<file path="config.mk">
export PLATFORM = sky130hd
export DESIGN_NAME = mem_arbiter
export DESIGN_NICKNAME = d
export VERILOG_FILES = /design/src/rtl/mem_arb_pkg.sv /design/src/rtl/mem_arbiter.sv
export SDC_FILE = /design/constraint.sdc
export NUM_CORES = 1
export LEC_CHECK = 0
export CAP_MARGIN = 40
export CORE_MARGIN = 2
export CORE_UTILIZATION = 41
export CTS_CLUSTER_SIZE = 14
export DETAILED_ROUTE_END_ITERATION = 6
export PLACE_DENSITY = 0.83
export SETUP_SLACK_MARGIN = 0.02
export SKIP_CTS_REPAIR_TIMING = 1
export SYNTH_ARGS = -nofsm -noshare
export SYNTH_HDL_FRONTEND = slang
export SYNTH_SLANG_ARGS = --single-unit
</file>
<file path="constraint.sdc">
create_clock -name clock -period 5.7 [get_ports clock]
set_clock_uncertainty 0.05 [all_clocks]
set_input_delay 1.14 -clock clock [delete_from_list [all_inputs] [get_ports clock]]
set_output_delay 1.14 -clock clock [all_outputs]
set_load 0.03 [all_outputs]
</file>
<file path="src/rtl/mem_arb_pkg.sv">
// Shared types and constants for the two-port memory arbiter.
// Imported by the arbiter and its bench.
package mem_arb_pkg;

   localparam int MEM_LAT_DEF = 2;
   localparam int CNT_W       = 3;

   typedef enum logic [1:0] {
      IDLE,
      GRANT_RD,
      GRANT_WR,
      RESP
   } arbState_e;

endpackage

</file>
<file path="src/rtl/mem_arbiter.sv">
// Fetch/data arbiter onto one memory port.
// Ties go to data unless data won the previous grant.
module mem_arbiter
   import mem_arb_pkg::*;
#(
   parameter int MEM_LAT = MEM_LAT_DEF
) (
   input  logic        clock,
   input  logic        reset,
   input  logic        if_req,
   input  logic [31:0] if_addr,
   output logic        if_done,
   output logic [31:0] if_rdata,
   input  logic        d_req,
   input  logic        d_we,
   input  logic [31:0] d_addr,
   input  logic [31:0] d_wdata,
   output logic        d_done,
   output logic [31:0] d_rdata,
   output logic [31:0] mem_addr,
   output logic        mem_wr,
   output logic [31:0] mem_wdata,
   input  logic [31:0] mem_rdata,
   output logic        busy
);

   arbState_e        state;
   arbState_e        nextState;
   logic [CNT_W-1:0] waitCnt;
   logic             grantData;
   logic             grantWe;
   logic             lastData;
   logic             pickData;
   logic             startGrant;
   logic [31:0]      addrQ;
   logic [31:0]      wdataQ;
   logic [31:0]      ifRdataQ;
   logic [31:0]      dRdataQ;

   assign pickData   = d_req & (~if_req | ~lastData);
   assign startGrant = (state == IDLE) & (d_req | if_req);

   always_ff @(posedge clock or posedge reset) begin
      if (reset) state <= IDLE;
      else       state <= nextState;
   end

   always_comb begin
      nextState = state;
      unique case (state)
         IDLE: begin
            if (pickData)    nextState = d_we ? GRANT_WR : GRANT_RD;
            else if (if_req) nextState = GRANT_RD;
         end
         GRANT_RD: if (waitCnt == '0) nextState = RESP;
         GRANT_WR: nextState = RESP;
         RESP:     nextState = IDLE;
         default:  nextState = IDLE;
      endcase
   end

   always_comb begin
      mem_wr  = 1'b0;
      if_done = 1'b0;
      d_done  = 1'b0;
      busy    = 1'b1;
      unique case (state)
         IDLE:     busy = 1'b0;
         GRANT_WR: mem_wr = grantWe;
         RESP: begin
            if_done = ~grantData;
            d_done  = grantData;
         end
         default: ;
      endcase
   end

   // Memory-side outputs come only from grant-time latches.
   always_ff @(posedge clock or posedge reset) begin
      if (reset) begin
         waitCnt   <= '0;
         grantData <= 1'b0;
         grantWe   <= 1'b0;
         lastData  <= 1'b0;
         addrQ     <= '0;
         wdataQ    <= '0;
         ifRdataQ  <= '0;
         dRdataQ   <= '0;
      end else if (startGrant) begin
         grantData <= pickData;
         grantWe   <= pickData & d_we;
         lastData  <= pickData;
         addrQ     <= pickData ? d_addr : if_addr;
         if (pickData) wdataQ <= d_wdata;
         if (!(pickData & d_we)) waitCnt <= CNT_W'(MEM_LAT - 1);
      end else if (state == GRANT_RD) begin
         if (waitCnt == '0) begin
            if (grantData) dRdataQ  <= mem_rdata;
            else           ifRdataQ <= mem_rdata;
         end else begin
            waitCnt <= waitCnt - CNT_W'(1);
         end
      end
   end

   assign mem_addr  = addrQ;
   assign mem_wdata = wdataQ;
   assign if_rdata  = ifRdataQ;
   assign d_rdata   = dRdataQ;

endmodule

</file>
Word-level counts from Yosys, hierarchy flattened
Cells that the tools add are included.

Reduce and logical (&&, ||, !) cells: 8. Add/subtract/negate cells: 1. Mux-type cells: 14. Bitwise operators: 8. Equal/unequal tests: 7.

Operators with widths (count): 2-to-1 mux 32 bit (1); 2-to-1 mux 3 bit (4); 2-to-1 mux 2 bit (4); case mux 2 bit (4 select lines) (1); AND reduction 4 bit (2); != test 2 bit (second input constant) (3); == test 2 bit (second input constant) (2); 2-to-1 mux 1 bit (4); AND reduction 2 bit (2); AND 1 bit (3); zero test 3 bit (1); != test 3 bit (second input constant) (1); inverter 1 bit (3); AND reduction 3 bit (1); subtractor 3 x 1 -> 3 bit (second input constant) (1); == test 2 x 1 -> 1 bit (second input constant) (1); zero test 2 bit (1); bitwise OR 1 bit (2); nonzero test 2 bit (1).

Input port bits: 133. Bits in registers: 135. Output and inout bits: 132.

Logic depth before layout (Yosys ltp)
Gate-level depths: netlist of run 1.

Word-level depth: 6. Mapped depth: 7. Depth with buffers taken out: 7.

Worst setup path before layout of run 1
OpenSTA, ideal clock, no wires.

Kind: input port to flip-flop. From: input port d_req. To: register dRdataQ[0], in the netlist d_rdata[0]. Stages on the path: 5. Setup slack: 3.417 ns. Library setup time: 0.125 ns. Data required time: 5.525 ns. Data arrival time: 2.108 ns. Cells stage by stage: o21ai_1 -> and4_1 -> buf_2 -> buf_6 -> mux2_4.

Cells in the longest elaborated chain, start to end: 4.

Ends and longest elaborated chain: from (decl) (RTL line mem_arbiter.sv:14) `input logic d_req,`; bitwise OR 1 bit (RTL line mem_arbiter.sv:41) `assign startGrant = (state == IDLE) & (d_req | if_req);`; AND 1 bit (RTL line mem_arbiter.sv:41); inverter 1 bit (no source line); AND reduction 4 bit (no source line); to (signal assigned) (RTL line mem_arbiter.sv:98) `if (grantData) dRdataQ <= mem_rdata;`; to (decl) (RTL line mem_arbiter.sv:38) `logic [31:0] dRdataQ;`.

Every way passes these cells. A chain may end at the register's enable or synchronous reset.

Worst setup path in the final report of run 1
From: register state[1]. To: output port busy.

Cells in the longest elaborated chain, start to end: 2.

Ends and longest elaborated chain: from (decl) (RTL line mem_arbiter.sv:27) `arbState_e state;`; from (signal assigned) (RTL line mem_arbiter.sv:45) `else state <= nextState;`; zero test 2 bit (RTL line mem_arbiter.sv:67) `unique case (state)`; 2-to-1 mux 1 bit (RTL line mem_arbiter.sv:67); to (decl) (RTL line mem_arbiter.sv:24) `output logic busy`.

Every way passes these cells.

==> results.txt, run 1 <==
Die H: 121 um
later-pin clock latency in the skew report: 0.41 ns
Fin. Hold Viols: 0
Pleak: 3.96 nW
final slew viol count: 0
main combinational cell family by area after synthesis: multiplexers
met2 Track Usage GR: 0.339
Initial DRC Count: 173
worst path cell trace: inv_1 -> ha_1 -> inv_2 -> clkdlybuf4s50_1
Post-DP HPWL: 10400 um
gpl congestion: 0.740
ANT cells: 0
vias in the first global route: 4386
Initial Utilization: 0.424
Post-Syn Nets: 535
global route overflow: 0
Fin Setup TNS: 0 ns
hold crit path type: reg2reg
TritonRoute pass-1 iters: 4
final setup margin: 2.53 ns
drt drc: 0
CTS Buf Count: 17
Yosys warning total: 0
Synth Area in Simple Gates: 0.0405
initial antenna violation count: 0
DRT antenna net count: 0
Top Ports: 265
critical path type: reg2out
clock sinks: 135
asr flop ratio synth: 1.00
number of synthesized flops with an enable pin: 0
syn avg cell area: 14.3 um^2
fill count: 967
crit end category: output pin
WP depth: 4
clk buf depth: 2
min Tclk post-route: 3.17 ns
Syn Inst Count: 395
met1 Track Usage GR: 0.221
placed cell areas: 8460 um^2
Max Freq: 315 MHz
drt total wl: 13900 um
R2R depth: 6
Critical-path top delay cell: clkdlybuf4s50_1
worst-margin pin slew: 0.773 ns
most common flop cell mapped by yosys: dfrtp_1
die area: 14800 um^2
Yosys cell types: 30
wire length per cell: 16.3 um
Area growth syn-to-layout: 60.7%
pwr dens: 623 nW/um^2
adder and majority gate portion of the synthesized area: 0.0155
Worst slew margin: 0.485
CP top delay family: buffers and inverters
register area share after synthesis: 0.597
fraction of the mapped netlist area in compound gates: 0.0418
unrepaired setup endpoints after global routing: false
status: complete, no violations
busiest grt layer: met2
Hold Crit Depth: 2
Crit path buffers/inverters: 3
multiplexer share of the synthesized area: 0.274
root buf cell: clkbuf_16
Worst setup SP type: register
layout cells sized above 1: 0.123
H-tree Lvls: 4
maxcap violations: 0
num rows: 42
vias: 4072
via/cell ratio: 4.78
most frequent cells in the layout: clkdlybuf4s50_1 (264), dfrtp_1 (135), mux2_1 (63), nand2_1 (35), mux2i_1 (32)
period utilisation layout: 0.557
Critical Path RT: 4.51 ns
CP Max Fanout: 5
CTS tree: yes
Final nets: 802
XOR/XNOR Fraction of Synth Area: 0
die width: 121 um
IO buf count: 264
Max VDD drop: 266 uV
# setup viols final: 0
critical path arrival: 1.98 ns
fin area: 9090 um^2
all-layer global routing usage: 0.197
core area: 13300 um^2
largest net degree at the start of global routing: 76
met3 usage: 0.0710
first-pass GRT wire length: 22400 um
Synth Register Bits: 135
Placement Setup Slack: 2.36 ns
max incr delay on CP: 0.69 ns
synthesized area: 5660 um^2
most common cell after layout, fill and taps aside: clkdlybuf4s50_1
clk slew on worst S/H paths: 0.06 ns
-- worst min-delay path: cells and delay by family, from the launching register on --
family	cells	cell delay [ns]
AO/OA/AOI/OAI	1	0.06
flip-flops	1	0.34
AND/OR/NAND/NOR	1	0.05
-- registers in the layout (all words and copies together) (netlist names) --
signal and count:
grantWe 1, lastData 1, mem_wdata 32, if_rdata 32, d_rdata 32, state 2, mem_addr 32, waitCnt 3
-- metrics by stage --
stage | hold slack [ns] | power (W) | util | instances
after floorplan | 0.389 | 0.00333 | - | 395
after global placement | 0.417 | 0.00446 | 0.632 | 818
after detailed placement | 0.424 | 0.00456 | 0.634 | 819
after CTS | 0.437 | 0.00574 | 0.681 | 851
after global routing | 0.457 | 0.00597 | 0.681 | 851
final | 0.432 | 0.00567 | 0.681 | 851
-- synthesized netlist by cell type, types with 2 or more instances --
cell type / n / share of area
dfrtp_1: 135 / 0.60
mux2_1: 63 / 0.13
nand2_1: 35 / 0.023
mux2i_1: 32 / 0.057
o21ai_1: 31 / 0.027
mux2_4: 30 / 0.080
buf_4: 7 / 0.0093
ha_1: 7 / 0.015
buf_6: 6 / 0.012
inv_1: 6 / 0.0040
mux2_2: 6 / 0.012
a21oi_1: 5 / 0.0044
nor2_1: 5 / 0.0033
clkbuf_1: 4 / 0.0027
o21ai_0: 4 / 0.0035
and2_1: 2 / 0.0022
buf_1: 2 / 0.0013
buf_2: 2 / 0.0018
nor2b_1: 2 / 0.0022
-- worst paths after layout --
check | from | endpoint | slack (ns)
max reg2reg | state[1] | d_rdata[27] | 3.41
max | state[1] | busy | 2.53
min in group asynchronous | reset | mem_wdata[19] | 1.18
min | mem_addr[17] | mem_addr[17] | 0.43
min reg2reg | mem_addr[17] | mem_addr[17] | 0.43
max in group asynchronous | reset | mem_wdata[30] | 3.59
-- cell type report --
| class | count | area (um^2) | share of cell area |
|---|---|---|---|
| clock buffers | 17 | 425 | 0.0468 |
| inverters | 7 | 28.8 | 0.00316 |
| well taps | 176 | 220 | 0.0242 |
| repair buffers | 269 | 2710 | 0.298 |
| multi-input cells | 232 | 2120 | 0.234 |
| flip-flops and latches | 135 | 3380 | 0.372 |
| clock inverters | 15 | 203 | 0.0223 |
-- cell families after synthesis --
family / count (synthesis)
adders and majority gates: 7
DFF: 135
AOI/OAI and AO/OA: 44
buffers and inverters: 28
and+or+nand+nor: 50
muxes: 131
-- power breakdown --
part	switching (W)	internal (W)	total (W)
clock	0.000418	0.000735	0.00115
sequential	0.000260	0.00143	0.00169
combinational	0.00154	0.00128	0.00283
-- routing by layer --
layer	vias up	part of all wire
met5	-	0
met4	0	0.021
met3	29	0.077
met2	157	0.52
met1	1968	0.38
li1	1918	-
No activity file was read; power rests on OpenSTA's default activity.
==> inputs of run 2 (changes only) <==
==> constraint.sdc (replaced) <==
create_clock -name clock -period 3 [get_ports clock]
set_clock_uncertainty 0.05 [all_clocks]
set_input_delay 0.6 -clock clock [delete_from_list [all_inputs] [get_ports clock]]
set_output_delay 0.6 -clock clock [all_outputs]
set_load 0.03 [all_outputs]
==> run 2 against run 1 <==
Sequential cell count unchanged. Global-route usage up 0.86 points. Worst setup slack worse by 2.2 ns. Clock power up 83%. Cell area about the same. Wire length up 5.5%. First-iteration DRC count up 1.7%. Non-clock buffer count up 1. Final cell count up 0.12%. Sequential power up 91%.
==> results.txt, run 2 (synthesis results as in run 1) <==
DR WL met2: 7770 um (+7.3%)
root buf cell: clkbuf_16
highest metal used: met4
later-pin clock latency in the skew report: 0.40 ns (about the same)
first-pass GRT wire length: 23300 um (+4.3%)
drt total wl: 14600 um (+5.5%)
worst-margin pin slew: 0.755 ns (-0.0182 ns)
Placement Setup Slack: 0.336 ns (-2.02 ns)
most frequent cells in the layout: clkdlybuf4s50_1 (264), dfrtp_1 (135), mux2_1 (63), nand2_1 (35), mux2i_1 (32)
# setup viols final: 0 (unchanged)
RR Endpoint: d_rdata[15]
final slew viol count: 0 (unchanged)
hold endpoint: grantWe
DRT antenna net count: 0 (unchanged)
die width: 121 um (unchanged)
min Tclk post-route: 2.63 ns
Hold Crit Depth: 2 (unchanged)
core area: 13300 um^2 (unchanged)
Post-DP HPWL: 10600 um (+1.4%)
status: complete, no violations
CP Max Fanout: 5 (unchanged)
gpl congestion: 0.805 (+8.8%)
critical path arrival: 1.98 ns (about the same)
Max VDD drop: 482 uV (+81%)
layout cells sized above 1: 0.123 (-0.000182)
internal power: 0.00648 W (+88%)
CTS Buf Count: 17 (unchanged)
Final nets: 803 (+0.12%)
clock sinks: 135 (unchanged)
Initial Utilization: 0.424 (unchanged)
Seq pwr share: 0.302 (+0.004)
num rows: 42 (unchanged)
most common cell after layout, fill and taps aside: clkdlybuf4s50_1
CTS tree: yes
combinational share of power: 0.502 (+0.003)
crit end category: output pin
final setup margin: 0.370 ns (-2.16 ns)
Sw Pwr: 0.00425 W (+91%)
Max Freq: 380 MHz
via/cell ratio: 4.81 (+0.45%)
ANT cells: 0 (unchanged)
all-layer global routing usage: 0.205 (+0.00858)
Top Ports: 265 (unchanged)
reg2reg setup slack: 1.01 ns (-2.40 ns)
Reg-to-Reg Start: state[0]
Pleak: 3.94 nW (-0.43%)
die area: 14800 um^2 (unchanged)
Min Hold Slack: 0.425 ns (-0.00662 ns)
switching part of the total: 0.396 (+0.00449)
Fin Setup TNS: 0 ns (unchanged)
vias: 4095 (+0.56%)
global route overflow: 0 (unchanged)
routed length on met3: 1030 um (-3.8%)
IO buf count: 264 (unchanged)
clk slew on worst S/H paths: 0.06 ns (about the same)
wire length per cell: 17.2 um (+5.3%)
Pwr Total: 0.0107 W (+89%)
unrepaired setup endpoints after global routing: false
Die H: 121 um (unchanged)
Critical Path RT: 2.35 ns (-2.16 ns)
R2R depth: 6 (unchanged)
initial antenna violation count: 0 (unchanged)
pwr dens: 1180 nW/um^2 (+89%)
WL met1: 5450 um (+3.3%)
Worst slew margin: 0.495 (+0.0104)
Worst setup SP type: register
clk buf depth: 2 (unchanged)
period utilisation layout: 0.877
maxcap violations: 0 (unchanged)
hold crit path type: reg2reg
Area growth syn-to-layout: 60.7% (about the same)
Initial DRC Count: 176 (+1.7%)
vias in the first global route: 4561 (+4.0%)
clock share of power: 0.197 (-0.006)
Fin. Hold Viols: 0 (unchanged)
critical path type: reg2out
TritonRoute pass-1 iters: 4 (unchanged)
H-tree Lvls: 4 (unchanged)
largest net degree at the start of global routing: 80 (+5.3%)
fill count: 993 (+2.7%)
drt drc: 0 (unchanged)
hold path start: grantWe
==> run 2: worst max path at each step <==
| stage | slack, ns | start | endpoint | depth (start not counted) |
|---|---|---|---|---|
| floorplan | 0.67 | reset | d_rdata[0] | 1 |
| global placement | 0.43 | d_req | mem_wdata[22] | 4 |
| detailed placement | 0.34 | d_req | mem_wdata[18] | 4 |
| CTS | 0.36 | state[0] | busy | 4 |
| global route | 0.28 | state[0] | busy | 4 |
| finish | 0.37 | state[0] | busy | 4 |
==> run 2: cell type report <==
type / instances / area [um^2] / share of cell area
clock buffers: 18 / 429 / 0.0472
well taps: 176 / 220 / 0.0242
inverters: 7 / 30.0 / 0.00330
multi-input cells: 232 / 2120 / 0.234
clock inverters: 14 / 175 / 0.0193
repair buffers: 270 / 2740 / 0.301
flip-flops and latches: 135 / 3380 / 0.371
==> run 2: worst max-delay path, stage by stage (launching register included) <==
cell and delay, ns:
dfrtp_1 0.37, inv_1 0.10, ha_1 0.28, inv_2 0.13, clkdlybuf4s50_1 0.70
==> run 2: power by group through the flow <==
stage / combinational, W / clock [W] / sequential, W
after detailed placement: 0.00541 / 0 / 0.00325
after floorplan: 0.00148 / 0 / 0.00484
final: 0.00538 / 0.00211 / 0.00323
after global routing: 0.00569 / 0.00224 / 0.00334
after global placement: 0.00530 / 0 / 0.00318
after CTS: 0.00545 / 0.00215 / 0.00324
==> run 2: routing by layer <==
| layer | track usage | vias up |
|---|---|---|
| li1 | - | 1925 |
| met3 | 0.0705 | 29 |
| met1 | 0.221 | 1969 |
| met4 | 0.0776 | 0 |
| met2 | 0.371 | 172 |
| met5 | 0 | - |
==> run 2: per-stage QoR <==
stage,utilization,instance area [um^2],std cells
2_1_floorplan,-,5660,395
3_3_place_gp,0.636,8490,820
3_5_place_dp,0.636,8490,820
4_1_cts,0.681,9090,852
5_1_grt,0.681,9090,852
6_report,0.681,9090,852
